File: src/rtl/pc_fetch_if.sv
// Instruction-memory fetch bus between the PC/fetch stage (master) and imem (slave).
interface pc_fetch_if;
  logic        imem_req;
  logic [15:0] imem_addr;
  logic        imem_ack;
  logic [15:0] imem_rdata;

  modport master (output imem_req, output imem_addr, input imem_ack, input imem_rdata);
  modport slave  (input imem_req, input imem_addr, output imem_ack, output imem_rdata);
endinterface

File: src/rtl/pc_fetch_unit.sv
// Program counter and instruction fetch stage for the multi-cycle 16-bit CPU:
// fetches over req/ack, holds the instruction for the ControlUnit, then advances PC on exec_done.
module pc_fetch_unit #(
  parameter logic [15:0] RESET_PC      = 16'h0000,
  parameter int unsigned FETCH_TIMEOUT = 15
) (
  input  logic        clk,
  input  logic        rst_n,
  pc_fetch_if.master  imem,
  input  logic [1:0]  pc_src_i,
  input  logic [15:0] imm_i,
  input  logic [15:0] rs_val_i,
  input  logic        exec_done_i,
  output logic [15:0] instr_o,
  output logic [3:0]  op_o,
  output logic        instr_valid_o,
  output logic [15:0] pc_o,
  output logic [15:0] pc_plus2_o,
  output logic [15:0] retired_o,
  output logic        fault_o,
  output logic [1:0]  fault_code_o
);

  typedef enum logic [1:0] {
    S_FETCH = 2'd0,
    S_EXEC  = 2'd1,
    S_HALT  = 2'd2
  } state_e;

  localparam logic [1:0] FC_NONE     = 2'b00;
  localparam logic [1:0] FC_MISALIGN = 2'b01;
  localparam logic [1:0] FC_TIMEOUT  = 2'b10;
  localparam logic [7:0] TIMEOUT_LAST = 8'(FETCH_TIMEOUT - 1);

  state_e      state_q, state_d;
  logic [15:0] pc_q, pc_d;
  logic [15:0] instr_q, instr_d;
  logic [15:0] retired_q, retired_d;
  logic [7:0]  cnt_q, cnt_d;
  logic [1:0]  fault_code_q, fault_code_d;
  logic        req_q, req_d;

  logic [15:0] imm_x2;
  logic [15:0] next_pc;
  logic        misaligned;

  always_comb begin : next_pc_calc
    imm_x2 = imm_i << 1;
    case (pc_src_i)
      2'b01:   next_pc = pc_q + imm_x2;
      2'b10:   next_pc = (rs_val_i + imm_x2) & 16'hFFFE;
      default: next_pc = pc_q + 16'd2;
    endcase
    // Only the relative target can be odd, and only if pc itself was corrupted.
    misaligned = (pc_src_i == 2'b01) && next_pc[0];
  end

  // NOTE: every always_comb output gets a default first so no path can infer a latch.
  always_comb begin : fsm_next
    state_d      = state_q;
    pc_d         = pc_q;
    instr_d      = instr_q;
    retired_d    = retired_q;
    cnt_d        = cnt_q;
    fault_code_d = fault_code_q;

    unique case (state_q)
      S_FETCH: begin
        // req_q is low only in the first cycle after reset; nothing is in flight then.
        if (req_q) begin
          if (imem.imem_ack) begin
            instr_d = imem.imem_rdata;
            cnt_d   = '0;
            state_d = S_EXEC;
          end else if (cnt_q == TIMEOUT_LAST) begin
            fault_code_d = FC_TIMEOUT;
            state_d      = S_HALT;
          end else begin
            cnt_d = cnt_q + 8'd1;
          end
        end
      end
      S_EXEC: begin
        if (exec_done_i) begin
          if (misaligned) begin
            fault_code_d = FC_MISALIGN;
            state_d      = S_HALT;
          end else begin
            pc_d      = next_pc;
            retired_d = retired_q + 16'd1;
            state_d   = S_FETCH;
          end
        end
      end
      S_HALT: begin
      end
      default: state_d = S_HALT;
    endcase

    req_d = (state_d == S_FETCH);
  end

  // NOTE: sequential state uses non-blocking assignments so every register samples pre-edge values.
  always_ff @(posedge clk or negedge rst_n) begin
    if (!rst_n) begin
      state_q      <= S_FETCH;
      pc_q         <= RESET_PC;
      instr_q      <= 16'h0000;
      retired_q    <= 16'h0000;
      cnt_q        <= '0;
      fault_code_q <= FC_NONE;
      req_q        <= 1'b0;
    end else begin
      state_q      <= state_d;
      pc_q         <= pc_d;
      instr_q      <= instr_d;
      retired_q    <= retired_d;
      cnt_q        <= cnt_d;
      fault_code_q <= fault_code_d;
      req_q        <= req_d;
    end
  end

  assign imem.imem_req  = req_q;
  assign imem.imem_addr = pc_q;

  assign instr_o       = instr_q;
  assign op_o          = instr_q[15:12];
  assign instr_valid_o = (state_q == S_EXEC);
  assign pc_o          = pc_q;
  assign pc_plus2_o    = pc_q + 16'd2;
  assign retired_o     = retired_q;
  assign fault_o       = (state_q == S_HALT);
  assign fault_code_o  = fault_code_q;

endmodule

File: src/flat_wrapper.sv
// flat-port wrapper written by rule: the top's interface ports become plain ports
module pc_fetch_unit_flat 
#(
  parameter logic [15:0] RESET_PC      = 16'h0000,
  parameter int unsigned FETCH_TIMEOUT = 15
)
  (clk, rst_n, pc_src_i, imm_i, rs_val_i, exec_done_i, instr_o, op_o, instr_valid_o, pc_o, pc_plus2_o, retired_o, fault_o, fault_code_o, imem_imem_req, imem_imem_addr, imem_imem_ack, imem_imem_rdata);
  pc_fetch_if imem_i ();
  input  logic clk;
  input  logic rst_n;
  input  logic [1:0] pc_src_i;
  input  logic [15:0] imm_i;
  input  logic [15:0] rs_val_i;
  input  logic exec_done_i;
  output logic [15:0] instr_o;
  output logic [3:0] op_o;
  output logic instr_valid_o;
  output logic [15:0] pc_o;
  output logic [15:0] pc_plus2_o;
  output logic [15:0] retired_o;
  output logic fault_o;
  output logic [1:0] fault_code_o;
  output wire logic [$bits(imem_i.imem_req)-1:0] imem_imem_req;
  output wire logic [$bits(imem_i.imem_addr)-1:0] imem_imem_addr;
  input wire logic [$bits(imem_i.imem_ack)-1:0] imem_imem_ack;
  input wire logic [$bits(imem_i.imem_rdata)-1:0] imem_imem_rdata;
  assign imem_imem_req = imem_i.imem_req;
  assign imem_imem_addr = imem_i.imem_addr;
  assign imem_i.imem_ack = imem_imem_ack;
  assign imem_i.imem_rdata = imem_imem_rdata;
  pc_fetch_unit #(.RESET_PC(RESET_PC), .FETCH_TIMEOUT(FETCH_TIMEOUT)) u_core (.clk(clk), .rst_n(rst_n), .imem(imem_i), .pc_src_i(pc_src_i), .imm_i(imm_i), .rs_val_i(rs_val_i), .exec_done_i(exec_done_i), .instr_o(instr_o), .op_o(op_o), .instr_valid_o(instr_valid_o), .pc_o(pc_o), .pc_plus2_o(pc_plus2_o), .retired_o(retired_o), .fault_o(fault_o), .fault_code_o(fault_code_o));
endmodule
File: config.mk
export PLATFORM = sky130hd
export DESIGN_NAME = pc_fetch_unit_flat
export DESIGN_NICKNAME = d
export VERILOG_FILES = /design/src/rtl/pc_fetch_if.sv /design/src/rtl/pc_fetch_unit.sv /design/src/flat_wrapper.sv
export SDC_FILE = /design/constraint.sdc
export NUM_CORES = 1
export LEC_CHECK = 0
export CAP_MARGIN = 10
export CORE_UTILIZATION = 49
export CTS_CLUSTER_DIAMETER = 30
export CTS_CLUSTER_SIZE = 30
export DETAILED_ROUTE_END_ITERATION = 10
export PLACE_DENSITY_LB_ADDON = 0.15
export SYNTH_ARGS = -nofsm -noshare
export SYNTH_HDL_FRONTEND = slang
export SYNTH_SLANG_ARGS = --single-unit
File: constraint.sdc
create_clock -name clk -period 4.5 [get_ports clk]
set_input_delay 0.9 -clock clk [delete_from_list [all_inputs] [get_ports clk]]
set_output_delay 0.9 -clock clk [all_outputs]
set_load 0.01 [all_outputs]
## Word-level counts from Yosys, hierarchy flattened

Index checks and enable logic that the tools add are counted.

| storage, ports and cells | value |
|---|---|
| bits in latches | 0 |
| bits in read-only memories | 0 |
| bits in registers | 61 |
| memories | 0 |
| RAM bits | 0 |
| bits of input ports | 54 |

| cells by class | value |
|---|---|
| shift-type cells | 0 |
| mux-type cells | 15 |
| multiply operators | 0 |
| bitwise gates (word level) | 1 |
| reduce and logical (&&, ||, !) cells | 8 |
| divide/modulo/power cells | 0 |
| order comparisons | 0 |
| $add $sub $neg | 5 |
| equal/unequal tests | 11 |

Operator list:

| kind | number |
|---|---|
| $add A16 B16 Y16 | 2 |
| $pmux W16 S2 | 1 |
| $mux W2 | 10 |
| $add A16 B1 Y16 const B | 1 |
| $add A16 B2 Y16 const B | 1 |
| $mux W8 | 2 |
| $reduce_and A3 Y1 | 3 |
| $add A8 B1 Y8 const B | 1 |
| $eq A8 B4 Y1 const B | 1 |
| $ne A2 B1 Y1 const B | 3 |
| $ne A2 B2 Y1 const B | 3 |
| $pmux W2 S3 | 1 |
| $reduce_and A6 Y1 | 1 |
| $eq A2 B1 Y1 const B | 2 |
| $eq A2 B2 Y1 const B | 2 |
| $logic_not A2 Y1 | 2 |
| $pmux W2 S2 | 1 |
| $reduce_bool A2 Y1 | 1 |
| $logic_and A1 B1 Y1 | 1 |
| $not A1 Y1 | 1 |

## Logic depth before layout (Yosys ltp)

| logic depth | value |
|---|---|
| word-level depth | 7 |
| mapped depth | 14 |
| gate-level depth less buffers | 12 |

## Worst setup path before layout

Ideal clock, no wire load.

| path | value |
|---|---|
| path kind | input port to flip-flop |
| start point | input pc_src_i[0] |
| end point | register u_core.pc_q[14], in the netlist u_core.imem.imem_addr[14] |
| path slack | 962 ps |
| setup time | 139 ps |
| path buffers | 2 |
| stages on the path | 12 |
| arrival | 3,398 ps |
| cell sequence | inv_1 -> ha_1 -> buf_2 -> clkbuf_1 -> mux2_2 -> ha_1 -> nand2_1 -> a2111oi_0 -> nor3_1 -> o21ai_0 -> xnor2_1 -> o221ai_1 |

| on the way | value |
|---|---|
| word-level cells in the longest chain between the ends | 5 |

RTL lines:

| what | RTL line | RTL |
|---|---|---|
| from (decl) | flat_wrapper.sv:11 | `input logic [1:0] pc_src_i;` |
| $eq A2 B2 Y1 or $eq A2 B1 Y1 (tied branches) | pc_fetch_unit.sv:49, pc_fetch_unit.sv:55 |  |
| $pmux W16 S2 | pc_fetch_unit.sv:49 | `case (pc_src_i)` |
| $logic_and A1 B1 Y1 | pc_fetch_unit.sv:55 | `misaligned = (pc_src_i == 2'b01) && next_pc[0];` |
| $not A1 Y1 (no source line) | - |  |
| $reduce_and A3 Y1 (no source line) | - |  |
| to (signal assigned) | pc_fetch_unit.sv:115 | `pc_q <= pc_d;` |
| to (decl) | pc_fetch_unit.sv:36 | `logic [15:0] pc_q, pc_d;` |

Parallel ways exist; a longest one is shown, timed or not.
A chain may end at the register's enable or synchronous reset.

## Worst setup path in the final report

| path | value |
|---|---|
| start point | input pc_src_i[0] |
| end point | register u_core.pc_q[15], in the netlist u_core.imem.imem_addr[15] |

The elaborated chain is that of the path after synthesis.

==> impl_results.md <==
- Status: finished clean
- Tightest Pin Transition: 0.966 ns
- Inserted Diodes: 0
- F_max: 263 MHz
- Critical path required time: 4.70 ns
- Post-synthesis sequential area ratio: 38.5%
- Crit Path Max Fanout: 13
- H-tree depth: 3
- Fin util: 70.9%
- First-pass GRT wire length: approximately 16 mm
- Gr ovfl total: 0
- Setup violators final: 0
- Slew Viols, Final: 0
- DRC: 0
- Hold WC Path Type: register to register
- Slowest stage delay, CP: about 0.48 ns
- Routability cong.: 0.922
- Synth-to-layout area growth: 38.7%
- Share of cells above drive strength 1: 9.49%
- Number of synthesized flops with an enable pin: 0
- RSZ-0062 raised after global routing: no
- Net count after synthesis: 501
- Clk root buf: clkbuf_8
- Ys Warns: 0
- Top_reg_cell synth: dfrtp_1
- Power Dens Cells: roughly 430 nW/um^2
- CP dominant cell by count: ha_1
- Initial antenna violation count: 0
- Nets@finish: 621
- Clock sinks: 61
- Worst setup EP type: register
- Buffers on Ports: 140
- Setup Total Neg Slack: 0 ns
- Static Leak: 2.30 nW
- WP data arrival: 4.01 ns
- Post-Syn Area: around 4000 um^2
- Worst-path clk slew: 0.07 ns
- Rows: 32
- Final Cycle Share: 84.6%
- CTS tree: built
- Vias per cell: ~5.4
- Hold buffers post-CTS: 0
- Cell Chain, Critical Path: clkdlybuf4s50_1 > inv_1 > ha_1 > buf_4 > mux2_2 > ha_1 > a21oi_1 > a311o_1 > o21bai_1 > o31ai_1 > xnor2_1 > o221ai_1
- Post-synthesis async set-or-reset flop share: 100%
- Crit path kind: input pin to register
- Post-synth cell types: between 50 and 60
- Clock Latency Late Sink: approximately 0.34 ns
- Postcts setup bufs: 0
- Boundary pin count: 143
- Die area: roughly 8500 um^2
- Wire per inst: 14.9 um
- DR vias: 3541
- Initial Util: 51.1%
- Most common cell after layout, fill and taps aside: clkdlybuf4s50_1
- Commonest cells after routing, fill and taps aside: 139 x clkdlybuf4s50_1, 61 x dfrtp_1, 43 x nand2_1
- Post_cts resized: 0
- Minimum clock period: approximately 3.8 ns
- Largest net degree at the start of global routing: 62
- Critical path startpoint category: input pin
- Inserted Clock Buffers: 9
- Die Y: between 90 and 100 um
- Post-DP HPWL: ~7.3 mm
- Max clock buf depth: 2
- Worst path slowest cell: ha_1
- Mean Syn Cell Area: 9.36 um^2
- Drt initial violations: 108
- Rel. slew slack: between 30% and 40%
- Max cap viols: 0
- Final Hold Fails: 0
- Core Box Area: a little under 8000 um^2
- Die width: 92.0 um
- Pre-Repair DR Iteration Count: 4
- Worst clock skew: 0.00725 ns
- Maximum VDD drop: 0.000216 V
- Final wirelength: between 9 and 10 mm
- Hold Worst Slack: 0.494 ns
- Seq cells post-synth: 61
- Vias in the first global route: 3259
- Synth Instances: 424
- GRT Util Overall: between 20 and 25%
- Post-route antenna net violation count: 0
-- synthesized netlist by cell type (2+ instances only) --
cell,count,area (um^2)
xnor2_1,28,245
o31ai_1,3,22.5
ha_1,22,275
buf_4,21,158
buf_2,4,20.0
o211ai_1,2,15.0
o31a_1,2,17.5
mux2i_1,3,30.0
nand3_1,25,125
o221ai_1,3,26.3
nand4_1,8,50.1
xor2_1,18,158
a21oi_1,23,115
and3_1,4,25.0
nand2_1,43,161
a31oi_1,2,12.5
nor2_1,38,143
a221oi_1,3,26.3
dfrtp_1,61,1530
o22ai_1,2,12.5
mux2_2,27,304
inv_1,10,37.5
o21bai_1,3,22.5
and2_1,2,12.5
o21ai_0,20,100
nor4_1,2,12.5
a21o_1,4,30.0
clkbuf_1,9,33.8
nor3_1,9,45.0
-- worst paths after layout --
check / start / endpoint / slack, ns / cells after the start
max: pc_src_i[0] / u_core.imem.imem_addr[15] / 0.69 / 12
min: u_core.retired_o[15] / u_core.retired_o[15] / 0.49 / 1
max reg2reg: u_core.imem.imem_addr[1] / u_core.imem.imem_addr[13] / 1.80 / 10
min reg2reg: u_core.retired_o[15] / u_core.retired_o[15] / 0.49 / 1
max in group asynchronous: rst_n / u_core.imem.imem_addr[1] / 3.30 / 2
min in group asynchronous: rst_n / u_core.retired_o[9] / 0.71 / 2
-- per-layer routing --
metal / up-vias / track usage [%] / wire length, um
met2: 125 / 37.8 / 4680
met4: 0 / 10.2 / 195
met3: 19 / 3.81 / 572
li1: 1726 / - / -
met5: - / 0 / 0
met1: 1671 / 30.6 / 4260
-- metrics by stage --
step | power (mW) | area (um^2) | setup WS [ns] | std cells
floorplan | 1.36 | 3970 | 0.962 | 424
global placement | 1.84 | 5310 | 0.393 | 635
detailed placement | 1.88 | 5310 | 0.380 | 635
CTS | 2.37 | 5510 | 0.736 | 650
global route | 2.49 | 5510 | 0.522 | 650
finish | 2.35 | 5510 | 0.692 | 650
-- sequential cells by signal, summed over array words and instances, names as in the netlist, named ones only --
register,cells
u_core.imem.imem_req,1
u_core.imem.imem_addr,15
u_core.state_q,2
u_core.retired_o,16
u_core.instr_o,16
u_core.fault_code_o,2
u_core.cnt_q,8
-- critical path, delay by kind of cell --
| kind | cells | cell delay, ns |
|---|---|---|
| compound gates | 5 | 0.98 |
| fa+ha+maj | 2 | 0.82 |
| buf+inv | 3 | 0.78 |
| mux | 1 | 0.34 |
| xor+xnor | 1 | 0.18 |
-- where the power goes --
part	internal, mW	switching [mW]
Sequential	0.677	0.144
Combinational	0.602	0.440
Clock	0.281	0.205
-- cell type report --
cell class	count	area (um^2)
multi-input combinational	318	2190
timing repair buffer	144	1430
clock buffer	11	151
inverter	10	37.5
fill	607	2260
tap	102	128
sequential	61	1530
clock inverter	4	47.5
-- logic make-up after synthesis --
group                    count (synthesis)  synth area share, %
flip-flops                              61                 38.5
AO/OA/AOI/OAI                           76                 12.0
multiplexers                            30                 8.42
buffers and inverters                   45                 6.40
adder cells (fa/ha/maj)                 23                 7.44
AND/OR/NAND/NOR                        143                 17.1
XOR/XNOR                                46                 10.2
No activity file was read; power rests on OpenSTA's default activity.
==> RTL edit 1: new RTL, same flow settings <==
Encoding of `state_e`: now one-hot (3 bits for 3 states).
--- a/src/rtl/pc_fetch_unit.sv
+++ b/src/rtl/pc_fetch_unit.sv
@@ -22,8 +22,8 @@
 );
 
-  typedef enum logic [1:0] {
-    S_FETCH = 2'd0,
-    S_EXEC  = 2'd1,
-    S_HALT  = 2'd2
+  typedef enum logic [2:0] {
+    S_FETCH = 3'b001,
+    S_EXEC  = 3'b010,
+    S_HALT  = 3'b100
   } state_e;
 
Behaviour: same outputs for any inputs over 10 cycles, from zero or initial values and one cycle with rst_n low; not proved beyond that.
==> RTL edit 1 against the unedited design <==
Synthesized cell count is 4.7% higher. Wire length is 8.8% higher. Area after synthesis grew 2.9%. Clock skew increased by 2.5 ps. Cell area up 2.5%. First-iteration DRC count is 120% higher. Non-clock buffer count up 2. Utilization increased by 0.63 points. Worst setup slack got worse by 23 ps. Sequential cell count is 1 higher. Highest routed layer unchanged.
Power is not compared: it rests on default switching activity, and its combinational part moved more than twofold at a synthesized area within 25%.
==> RTL edit 1: results <==
group,metric,value,unit
status,status,"completed",
cts,clkSlewWorstSetupHoldPaths,70,ps
logic_synthesis,avgSynthCellArea,9.20,um^2
sta,worst_pin_slew,735,ps
setup_path,r2r_start,"u_core.imem.imem_addr[5]",
setup_path,timing.rr.end,"u_core.imem.imem_addr[14]",
setup_path,crit_arrival,4040,ps
grt,grt_max_degree,33,
sta,clock_skew,9.71,ps
power,leakagePower,2.49,nW
logic_synthesis,muxShareOfSynthArea,0.0851,
routing,firstDrtPassIters,5,
grt,grt_pass1_vias,3657,
routing,drt_iter0_drc,237,
layout,fillers,601,
logic_synthesis,synth_common_cells,"61 x dfrtp_1, 43 x nand2_1, 34 x nor2_1",
routing,drt_wl_total,10600,um
routing,viasPerCell,5.67,
logic_synthesis,synth-async-reset-ratio,1.00,
cts,clk_path_buf_depth,2,
layout,fin_nets,639,
logic_synthesis,synthDistinctLibCells,53,
logic_synthesis,synth_nets,521,
placed_design,hpwl,7820,um
logic_synthesis,synth_compound_area_frac,0.137,
logic_synthesis,synth_fa_ha_area_frac,0.0723,
placed_design,routabilityCongestion,0.996,
routing,vias,3792,
grt,grt_pass1_wl,17200,um
setup_path,r2r_cells,9,
logic_synthesis,synthTopCellsByArea,"dfrtp_1 37%, ha_1 6.7%, mux2_2 6.3%",
placed_design,dp_cells,653,
logic_synthesis,yosysSeqAreaShare,0.380,
RTL edit 1: cell types whose count changed in the layout (fill, tap and decap cells not counted), sizes merged, moves of 3 or more:
cell   delta
o21ai    +10
a21oi     +8
inv       +6
o31ai     -3
xor2      -7
and3      +4
nor3b     +3
nand3     -5
nor2      -5
RTL edit 1: per-stage QoR:
| step | total power [mW] | setup WS (ps) | instance area (um^2) | utilization | hold WS [ps] |
|---|---|---|---|---|---|
| after floorplan | 0.659 | 1040 | 4090 | - | 452 |
| after global placement | 0.738 | 435 | 5420 | 0.687 | 460 |
| after detailed placement | 0.742 | 376 | 5420 | 0.687 | 462 |
| after CTS | 1.29 | 713 | 5640 | 0.715 | 476 |
| after global routing | 1.33 | 504 | 5640 | 0.715 | 489 |
| final | 1.28 | 668 | 5640 | 0.715 | 471 |
RTL edit 1: routing by layer:
layer,GRT usage,part of all wire,wire length (um),vias to the layer above
li1,-,-,-,1792
met1,0.308,0.41,4370,1801
met2,0.438,0.49,5210,180
met3,0.0350,0.073,773,19
met4,0.101,0.020,214,0
met5,0,0,0,-
RTL edit 1: worst max-delay path, stage by stage:
cell and delay (ps):
clkdlybuf4s50_1 520, ha_1 510, buf_4 230, mux2_2 330, ha_1 390, a21oi_1 240
o21ai_0 170, a211oi_1 260, a21bo_2 260, xnor2_1 140, o21ai_0 80
RTL edit 1: cells by family after synthesis:
family          after synthesis
compound gates               93
mux                          31
simple gates                141
fa+ha+maj                    23
buf+inv                      54
xor+xnor                     40
flops                        62
RTL edit 1: how the worst max path moves through the flow:
stage / start / end / slack, ps / depth (start not counted)
after floorplan: pc_src_i[0] / u_core.imem.imem_addr[7] / 1040 / 11
after global placement: pc_src_i[1] / u_core.imem.imem_addr[15] / 430 / 11
after detailed placement: pc_src_i[1] / u_core.imem.imem_addr[15] / 380 / 11
after CTS: pc_src_i[1] / u_core.imem.imem_addr[15] / 710 / 11
after global routing: pc_src_i[1] / u_core.imem.imem_addr[15] / 500 / 11
final: pc_src_i[1] / u_core.imem.imem_addr[15] / 670 / 11
RTL edit 1: power by group:
group          internal, mW  switching (mW)  total [mW]
Clock                 0.314           0.230       0.543
Sequential            0.558         0.00117       0.559
Combinational        0.0866          0.0884       0.175
RTL edit 1: cell type report:
type | count | area, um^2 | share of cell area
inverter | 15 | 56.3 | 0.00998
tap | 102 | 128 | 0.0226
timing repair buffer | 146 | 1440 | 0.256
sequential | 62 | 1550 | 0.275
clock buffer | 9 | 124 | 0.0220
clock inverter | 7 | 96.3 | 0.0171
multi-input combinational | 328 | 2240 | 0.398
==> RTL edit 2: new RTL, config.mk and constraints unchanged <==
Made on the original files. `FETCH_TIMEOUT` is set to 15 in 2 places; all go to 7.
--- a/src/rtl/pc_fetch_unit.sv
+++ b/src/rtl/pc_fetch_unit.sv
@@ -3,5 +3,5 @@
 module pc_fetch_unit #(
   parameter logic [15:0] RESET_PC      = 16'h0000,
-  parameter int unsigned FETCH_TIMEOUT = 15
+  parameter int unsigned FETCH_TIMEOUT = 7
 ) (
   input  logic        clk,
--- a/src/flat_wrapper.sv
+++ b/src/flat_wrapper.sv
@@ -3,5 +3,5 @@
 #(
   parameter logic [15:0] RESET_PC      = 16'h0000,
-  parameter int unsigned FETCH_TIMEOUT = 15
+  parameter int unsigned FETCH_TIMEOUT = 7
 )
   (clk, rst_n, pc_src_i, imm_i, rs_val_i, exec_done_i, instr_o, op_o, instr_valid_o, pc_o, pc_plus2_o, retired_o, fault_o, fault_code_o, imem_imem_req, imem_imem_addr, imem_imem_ack, imem_imem_rdata);
Formal check against the unedited RTL: not equivalent (Yosys sat finds a counterexample within 10 cycles, from zero or initial values and one cycle with rst_n low).
==> RTL edit 2 against the unedited design <==
Total power increased by 43%. Sequential cell count unchanged. Sequential power increased by 20%. Utilization decreased by 1.9 points. Critical path depth decreased by 3. Global-route usage increased by 1.2 points. Wire length increased by 7.8%. Largest power group unchanged. Worst setup slack improved by 65 ps. Clock power increased by 1%. Area after synthesis increased by 5.3%. Register-to-register slack got worse by 40 ps. Sequential share of layout area decreased by 0.81 points. Critical path type unchanged. Cell area increased by 3.0%. Clock skew increased by 1.7 ps.
==> RTL edit 2: results <==
group,metric,value,unit
routing,firstDrtPassIters,5,
min_path,hold_path_end,"u_core.retired_o[15]",
grt,grt_pass1_vias,3509,
cts,clkSlewWorstSetupHoldPaths,70,ps
layout,fillers,635,
grt,grt_util_all_layers,0.244,
routing,drt_iter0_drc,111,
placed_design,postPlaceCellArea,0.00547,mm^2
logic_synthesis,avgSynthCellArea,9.52,um^2
layout,fin_nets,629,
logic_synthesis,synth-async-reset-ratio,1.00,
logic_synthesis,synth_common_cells,"61 x dfrtp_1, 34 x nand2_1, 32 x nor2_1",
grt,grt_max_degree,35,
min_path,min_path_type,"register to register",
power,ir_drop,0.000313,V
logic_synthesis,synth_nets,516,
grt,antenna_found_initial,0,
cts,clock_latency,330,ps
layout,drive_above_1_share,0.110,
logic_synthesis,synthDistinctLibCells,61,
grt,grt_pass1_wl,16800,um
cts,cts_buffers,9,
sta,hold_violations,0,
sta,max_slew_margin,0.365,
min_path,hold_depth,1,
sta,clock_skew,8.97,ps
sta,holdWs,471,ps
min_path,hp-start,"u_core.retired_o[15]",
cts,htreeDepth,3,
logic_synthesis,synthTopCellsByArea,"dfrtp_1 37%, mux2_2 7.8%, ha_1 6.6%",
cts,clk_path_buf_depth,2,
placed_design,pre_cts_slack,413,ps
placed_design,io_buffer_count,140,
routing,vias,3730,
layout,antenna_cells,0,
setup_path,path_max_fanout,8,
layout,final_cells,661,
setup_path,crit_arrival,3940,ps
setup_path,r2r_start,"u_core.imem.imem_addr[1]",
setup_path,rrSetupSlack,1760,ps
power,leakagePower,2.37,nW
placed_design,hpwl,8050,um
setup_path,timing.rr.end,"u_core.imem.imem_addr[15]",
placed_design,dp_cells,646,
routing,routed_wire_length_per_instance,15.8,um
cts,cts_resized,0,
placed_design,routabilityCongestion,0.918,
layout,post-route-util,0.690,
logic_synthesis,yosysSeqAreaShare,0.365,
run,drv_cap,0,
status,status,"completed",
setup_path,r2r_cells,9,
cts,cts-root-buf,"clkbuf_8",
==> RTL edit 2: cell count changes in the layout (fill, tap and decap cells not counted), moves of 5 or more <==
cell / delta
a21o_1: +5
a21oi_1: -5
nand2_1: -9
nand3_1: -10
nand4_1: +8
nor2_1: -6
nor2b_1: +5
xnor2_1: -6
==> RTL edit 2: cell families after synthesis <==
logic type / synth area share
flip-flops: 0.365
buffers and inverters: 0.0716
AO/OA/AOI/OAI: 0.139
adder cells (fa/ha/maj): 0.0707
XOR/XNOR: 0.0859
AND/OR/NAND/NOR: 0.180
multiplexers: 0.0877
==> RTL edit 2: worst max path at each step <==
stage | slack [ps] | cells after the start | to | start
final | 760 | 9 | u_core.imem.imem_addr[15] | pc_src_i[1]
after global routing | 590 | 11 | u_core.imem.imem_addr[11] | pc_src_i[0]
after CTS | 760 | 9 | u_core.imem.imem_addr[15] | pc_src_i[1]
after detailed placement | 410 | 9 | u_core.imem.imem_addr[15] | pc_src_i[1]
after global placement | 480 | 9 | u_core.imem.imem_addr[15] | pc_src_i[1]
after floorplan | 1010 | 12 | u_core.imem.imem_addr[15] | pc_src_i[0]
==> RTL edit 2: layer usage <==
layer,global-route usage,up-vias,part of all wire
met5,0,-,0
met4,0.0859,0,0.012
met3,0.0515,13,0.068
met2,0.420,136,0.50
met1,0.302,1790,0.42
li1,-,1791,-
==> RTL edit 2: power by group <==
part           total [mW]  internal (mW)  switching, mW
logic                1.90           1.04          0.856
registers           0.982          0.734          0.248
clock network       0.491          0.281          0.210
==> RTL edit 2: area by class of cell <==
cell class,instances,share of cell area
inverter,9,0.00596
tap,105,0.0232
clock buffer,11,0.0267
sequential,61,0.269
timing repair buffer,144,0.252
multi-input combinational,327,0.415
clock inverter,4,0.00838
==> RTL edit 2: critical path: stages <==
cell and delay [ps]:
clkdlybuf4s50_1 480, ha_1 430, mux2_2 420, fa_1 440, a32oi_1 330, a21oi_1 160, a211oi_2 430, mux2i_1 240
o211ai_1 100
